[config.mk]
export PLATFORM = sky130hd
export DESIGN_NAME = mem_port_ctrl
export DESIGN_NICKNAME = d
export VERILOG_FILES = /design/src/rtl/mem_port_ctrl.sv
export SDC_FILE = /design/constraint.sdc
export NUM_CORES = 1
export LEC_CHECK = 0
export BUFFER_PORTS_ARGS = -buffer_cell sky130_fd_sc_hd__buf_2
export CORE_ASPECT_RATIO = 0.6
export CORE_MARGIN = 4
export CORE_UTILIZATION = 41
export CTS_CLUSTER_DIAMETER = 150
export CTS_CLUSTER_SIZE = 28
export DETAILED_ROUTE_END_ITERATION = 16
export PLACE_DENSITY = 0.77
export SYNTH_ARGS = -nofsm -noshare
export SYNTH_HDL_FRONTEND = slang
export SYNTH_SLANG_ARGS = --single-unit
[constraint.sdc]
create_clock -name clk -period 1.67 [get_ports clk]
set_input_delay 0.0835 -clock clk [delete_from_list [all_inputs] [get_ports clk]]
set_output_delay 0.0835 -clock clk [all_outputs]
set_load 0.005 [all_outputs]
[src/rtl/mem_port_ctrl.sv]
// mem_port_ctrl: one-at-a-time CPU request/response sequencer for a registered-read RAM port.
// Define MMIO_EN to decode the I/O window (switches/LEDs) at IO_BASE..10'h3FF instead of the RAM.
module mem_port_ctrl #(
  parameter int ADDR_W = 10,
  parameter int DATA_W = 16,
  parameter logic [ADDR_W-1:0] IO_BASE = 10'h3F0
) (
  input  logic              clk,
  input  logic              reset,
  input  logic              req_valid,
  input  logic              req_we,
  input  logic [ADDR_W-1:0] req_addr,
  input  logic [DATA_W-1:0] req_wdata,
  output logic              req_ready,
  output logic              rsp_valid,
  output logic [DATA_W-1:0] rsp_rdata,
  input  logic              rsp_ready,
  output logic              mem_en,
  output logic [ADDR_W-1:0] mem_addr,
  output logic [DATA_W-1:0] mem_wdata,
  input  logic [DATA_W-1:0] mem_rdata,
  input  logic [9:0]        sw_in,
  output logic [9:0]        led_out
);
  typedef enum logic [1:0] {IDLE, ISSUE, WAIT, RESP} state_t;
  state_t state, state_nx;
  logic we_q;
  logic io_hit;
  logic [DATA_W-1:0] io_rdata;
  always_ff @(posedge clk) begin
    if (reset) begin
      state     <= IDLE;
      we_q      <= 1'b0;
      mem_addr  <= '0;
      mem_wdata <= '0;
      rsp_rdata <= '0;
    end else begin
      state <= state_nx;
      if (state == IDLE && req_valid) begin
        we_q      <= req_we;
        mem_addr  <= req_addr;
        mem_wdata <= req_wdata;
      end
      if (state == WAIT)
        rsp_rdata <= io_hit ? (we_q ? mem_wdata : io_rdata) : mem_rdata;
    end
  end
  always_comb begin
    state_nx  = state;
    req_ready = 1'b0;
    rsp_valid = 1'b0;
    mem_en    = 1'b0;
    state_nx  = state == IDLE  ? (req_valid ? ISSUE : IDLE) :
                state == ISSUE ? WAIT :
                state == WAIT  ? RESP :
                                 (rsp_ready ? IDLE : RESP);
    req_ready = state == IDLE;
    rsp_valid = state == RESP;
    mem_en    = state == ISSUE && we_q && !io_hit && !reset;
  end
`ifdef MMIO_EN
  assign io_hit   = mem_addr >= IO_BASE;
  assign io_rdata = mem_addr == IO_BASE                 ? DATA_W'(sw_in)   :
                    mem_addr == IO_BASE + ADDR_W'(1)    ? DATA_W'(led_out) : '0;
  always_ff @(posedge clk) begin
    if (reset)
      led_out <= '0;
    else if (state == ISSUE && we_q && mem_addr == IO_BASE + ADDR_W'(1))
      led_out <= mem_wdata[9:0];
  end
`else
  logic unused_sw;
  assign unused_sw = ^sw_in;
  assign io_hit    = 1'b0;
  assign io_rdata  = '0;
  assign led_out   = '0;
`endif
endmodule

### After elaboration in Yosys (flattened, before gate mapping)

Index checks and enable logic that the tools add are counted.

| cells by class | value |
|---|---|
| add/sub/neg operators | 0 |
| reduce and logical (&&, ||, !) cells | 5 |
| equal/unequal tests | 3 |
| $mul | 0 |
| divide/modulo/power cells | 0 |
| order comparisons | 0 |
| bitwise logic cells | 0 |
| shift-type cells | 0 |
| mux-type cells | 5 |

Operators by type and width:

| cell | count |
|---|---|
| $mux W2 | 4 |
| $eq A2 B2 Y1 const B | 2 |
| $logic_and A1 B1 Y1 | 3 |
| $eq A2 B1 Y1 const B | 1 |
| $logic_not A2 Y1 | 1 |
| $logic_not A1 Y1 | 1 |
| $mux W1 | 1 |

| word-level totals | value |
|---|---|
| logic and storage cells | 18 |
| bits of input ports | 57 |
| memories | 0 |
| RAM bits | 0 |
| bits in latches | 0 |
| bits in read-only memories | 0 |
| bits in registers | 45 |

### Logic depth before layout (Yosys ltp)

| depth | value |
|---|---|
| depth in word-level cells | 4 |
| depth in mapped cells | 6 |
| mapped depth without buffers | 3 |

### Worst setup path after synthesis

No wires, ideal clock.

| timing path | value |
|---|---|
| path kind | register to register |
| start point | register state[1] |
| end point | register mem_addr[0] |
| cell stages (with the launch flop) | 7 |
| library setup time | 132 ps |
| required time | 1538 ps |
| arrival time | 1135 ps |
| path slack | 403 ps |
| clock period less this slack | 1267 ps |
| path through | dfxtp_1 -> buf_6 -> or3b_1 -> buf_6 -> buf_8 -> nand2_1 -> a21oi_1 |

| between the ends | value |
|---|---|
| cells in the longest elaborated chain, start to end | 2 |

Ends and longest elaborated chain:

| item | RTL line | source |
|---|---|---|
| from (decl) | 26 | `state_t state, state_nx;` |
| from (signal assigned) | 38 | `state <= state_nx;` |
| $logic_not A2 Y1 | 39 | `if (state == IDLE && req_valid) begin` |
| $logic_and A1 B1 Y1 | 39 |  |
| to (signal assigned) | 41 | `mem_addr <= req_addr;` |
| to (decl) | 19 | `output logic [ADDR_W-1:0] mem_addr,` |

No other way between the ends.
A chain may end at the register's enable or synchronous reset.

### Worst setup path after layout

| timing path | value |
|---|---|
| start point | register state[0] |
| end point | register mem_wdata[7] |

| between the ends | value |
|---|---|
| cells in the longest elaborated chain, start to end | 2 |

Ends and longest elaborated chain:

| item | RTL line | source |
|---|---|---|
| $logic_not A2 Y1 | 39 |  |
| $logic_and A1 B1 Y1 | 39 |  |
| to (signal assigned) | 42 | `mem_wdata <= req_wdata;` |
| to (decl) | 20 | `output logic [DATA_W-1:0] mem_wdata,` |

No other way between the ends.

==> results.json <==
{
  "yosys.area_share.adder_pct": 0,
  "yosysTopAreaCellShare_pct": 52.25,
  "cts-root-buf": "clkbuf_8",
  "rows": 17,
  "yosys.area_share.simple_pct": 22.79,
  "gp_congestion": 0.7146,
  "clock_sinks": 45,
  "syn_inst": 212,
  "clockBufferDepth": 2,
  "initial_utilization_pct": 44.78,
  "die_h_um": 58.23,
  "fin_ws_ns": 0.2747,
  "outcome": "complete, no violations",
  "synth_seq_cells": 45,
  "clkTransAtPathRegs_ns": 0.07,
  "fillCellCount": 373,
  "routedWlPerCell_um": 11.64,
  "synth_flop_cell": "dfxtp_1",
  "overflow": 0,
  "synth_cell_types": 19,
  "synth_xor_area_share_pct": 0,
  "clock_skew_ns": 0.003554,
  "drt_iter0_drc": 38,
  "die_w_um": 91.72,
  "p_clk_share_pct": 29.7,
  "synth_mux_area_share_pct": 0,
  "grt_pass1_vias": 1458,
  "drv_slew": 0,
  "seqPwrFrac_pct": 54.1,
  "grt_start_max_net_pins": 28,
  "slew_headroom_pct": 58.16,
  "avgSynthCellArea_um2": 8.133,
  "firstDrtPassIters": 4,
  "cp_max_fo": 24,
  "synth_area_um2": 1724,
  "synth_compound_area_share_pct": 13.64,
  "holdCritPathClass": "in2reg",
  "routed_wl_um": 4155,
  "synth_top_family_by_area": "simple AND/OR/NAND/NOR gates",
  "h-tree-depth": 2,
  "synth-seq-area-share_pct": 52.25,
  "end_kind": "flip-flop",
  "fin_crit_sh_pct": 83.55,
  "worstSetupStartpointType": "flip-flop",
  "yosysMostFrequentCell": "nand2_1",
  "cts_tree": "done",
  "num_vias": 1594,
  "portBuffers": 91,
  "diodes": 0,
  "p_int_mw": 1.636,
  "antenna_found_initial": 0,
  "fin_setup_tns_ns": 0,
  "nets": 357,
  "clock_latency_ns": 0.28,
  "ff2ff_path_depth": 4,
  "pre_cts_ws_ns": 0.2759,
  "finalHoldViolCount": 0,
  "ys_top_cells_by_area": "dfxtp_1 52%, nand2_1 19%, a21oi_1 13%, buf_4 4.8%, buf_6 2.6%",
  "holdPathStages": 3,
  "criticalPathCategory": "reg2reg",
  "cp.required_ns": 1.84,
  "p_leak_nw": 1.071,
  "synth_top_area_cell": "dfxtp_1",
  "async_reset_ff_share_pct": 0,
  "numCtsBuffers": 5,
  "viasPerCell": 4.465,
  "synth_edf_count": 0,
  "drive_gt1_share_pct": 35.00,
  "track_usage_pct": 15.51,
  "power-per-cell-area_nw_per_um2": 976.3,
  "post-cts-setup-buffer-count": 0,
  "max_cap_violations": 0,
  "sw_frac_of_total_pct": 25.17,
  "power_frac_comb_pct": 16.1,
  "arrival_ns": 1.57,
  "min_period_ns": 1.395,
  "ys_warn_count": 0,
  "setup_viol": 0,
  "route.detailed.drc": 0,
  "synthToLayoutAreaGrowth_pct": 29.90,
  "r2r_slack_ns": 0.27,
  "die_area_um2": 5341,
  "fmax_ghz": 0.7167,
  "ant_nets": 0,
  "ir_worst_vdd_v": 0.0005150,
  "synth_commonest_cells": "87 x nand2_1, 45 x dfxtp_1, 44 x a21oi_1",
  "grt_pass1_wl_um": 6617,
  "p_switching_mw": 0.5504,
  "rsz0062_at_grt": "false",
  "worst_pin_slew_ns": 0.6277,
  "io_pins": 112,
  "fp.coreArea_um2": 3850,
  "dpl.hpwl_um": 3125
}
power by group through the flow:
stage	sequential, mW	clock [mW]	combinational [mW]
global placement	1.21	0	0.351
floorplan	1.21	0	0.225
detailed placement	1.21	0	0.356
CTS	1.18	0.676	0.358
finish	1.18	0.650	0.353
global route	1.19	0.722	0.399
cell usage in the layout (no fill, tap or decap), drive strengths merged:
master / n
clkbuf: 7
or3b: 1
nor2: 1
nor3: 1
and2: 1
dlygate4sd3: 1
or2b: 1
nand2: 87
o21bai: 1
a211oi: 1
nor3b: 1
conb: 10
nand2b: 1
buf: 96
dfxtp: 45
a21oi: 44
and2b: 1
path summary, 6_finish.rpt:
path | start | to
worst max-delay path | state[0] | mem_wdata[7]
worst min-delay path | req_wdata[15] | mem_wdata[15]
worst max register to register | state[0] | mem_wdata[7]
worst min register to register | mem_wdata[11] | mem_wdata[11]
per-stage QoR:
step	hold slack, ns	instances	power, mW	util, %	area, um2
2_1_floorplan	0.1827	221	1.439	-	1758
3_3_place_gp	0.2923	349	1.556	55.67	2143
3_5_place_dp	0.2967	349	1.565	55.67	2143
4_1_cts	0.01709	357	2.218	58.17	2240
5_1_grt	0.02331	357	2.316	58.17	2240
6_report	0.02927	357	2.187	58.17	2240
metal layers:
layer	track usage, %	routed length (um)	part of all wire (%)	vias to the layer above
li1	-	-	-	826
met1	20.65	1981	48	702
met2	22.74	1726	42	61
met3	7.004	419	10	5
met4	4.440	27	0.65	0
met5	0	0	0	-
area by class of cell:
cell class,count,area (um2),area share (%)
timing repair buffer,97,515.5,23.02
tap,57,71.32,3.184
clock buffer,7,86.33,3.855
multi-input combinational,151,665.6,29.72
sequential,45,900.9,40.22
cells by family after synthesis:
| group | count (synthesis) |
|---|---|
| simple gates | 95 |
| buf+inv | 25 |
| compound gates | 46 |
| flops | 45 |
| other cells | 1 |
critical path, cell delays in order (launching register included):
cell and delay [ns]:
dfxtp_1 0.39, or3b_1 0.47, buf_4 0.25, nand2_1 0.10
a21oi_1 0.07
state kept, by name, indices dropped and copies added (netlist names):
| signal | flops |
|---|---|
| mem_wdata | 16 |
| mem_addr | 10 |
| rsp_rdata | 16 |
| we_q | 1 |
| state | 2 |
timing repair:
item | 4_1_cts | 5_1_grt
endpoints found under the hold margin | 1 | 0
hold buffers | 1 | 0
gates resized for setup | 0 | 0
Power figures use the tool's default switching activity.
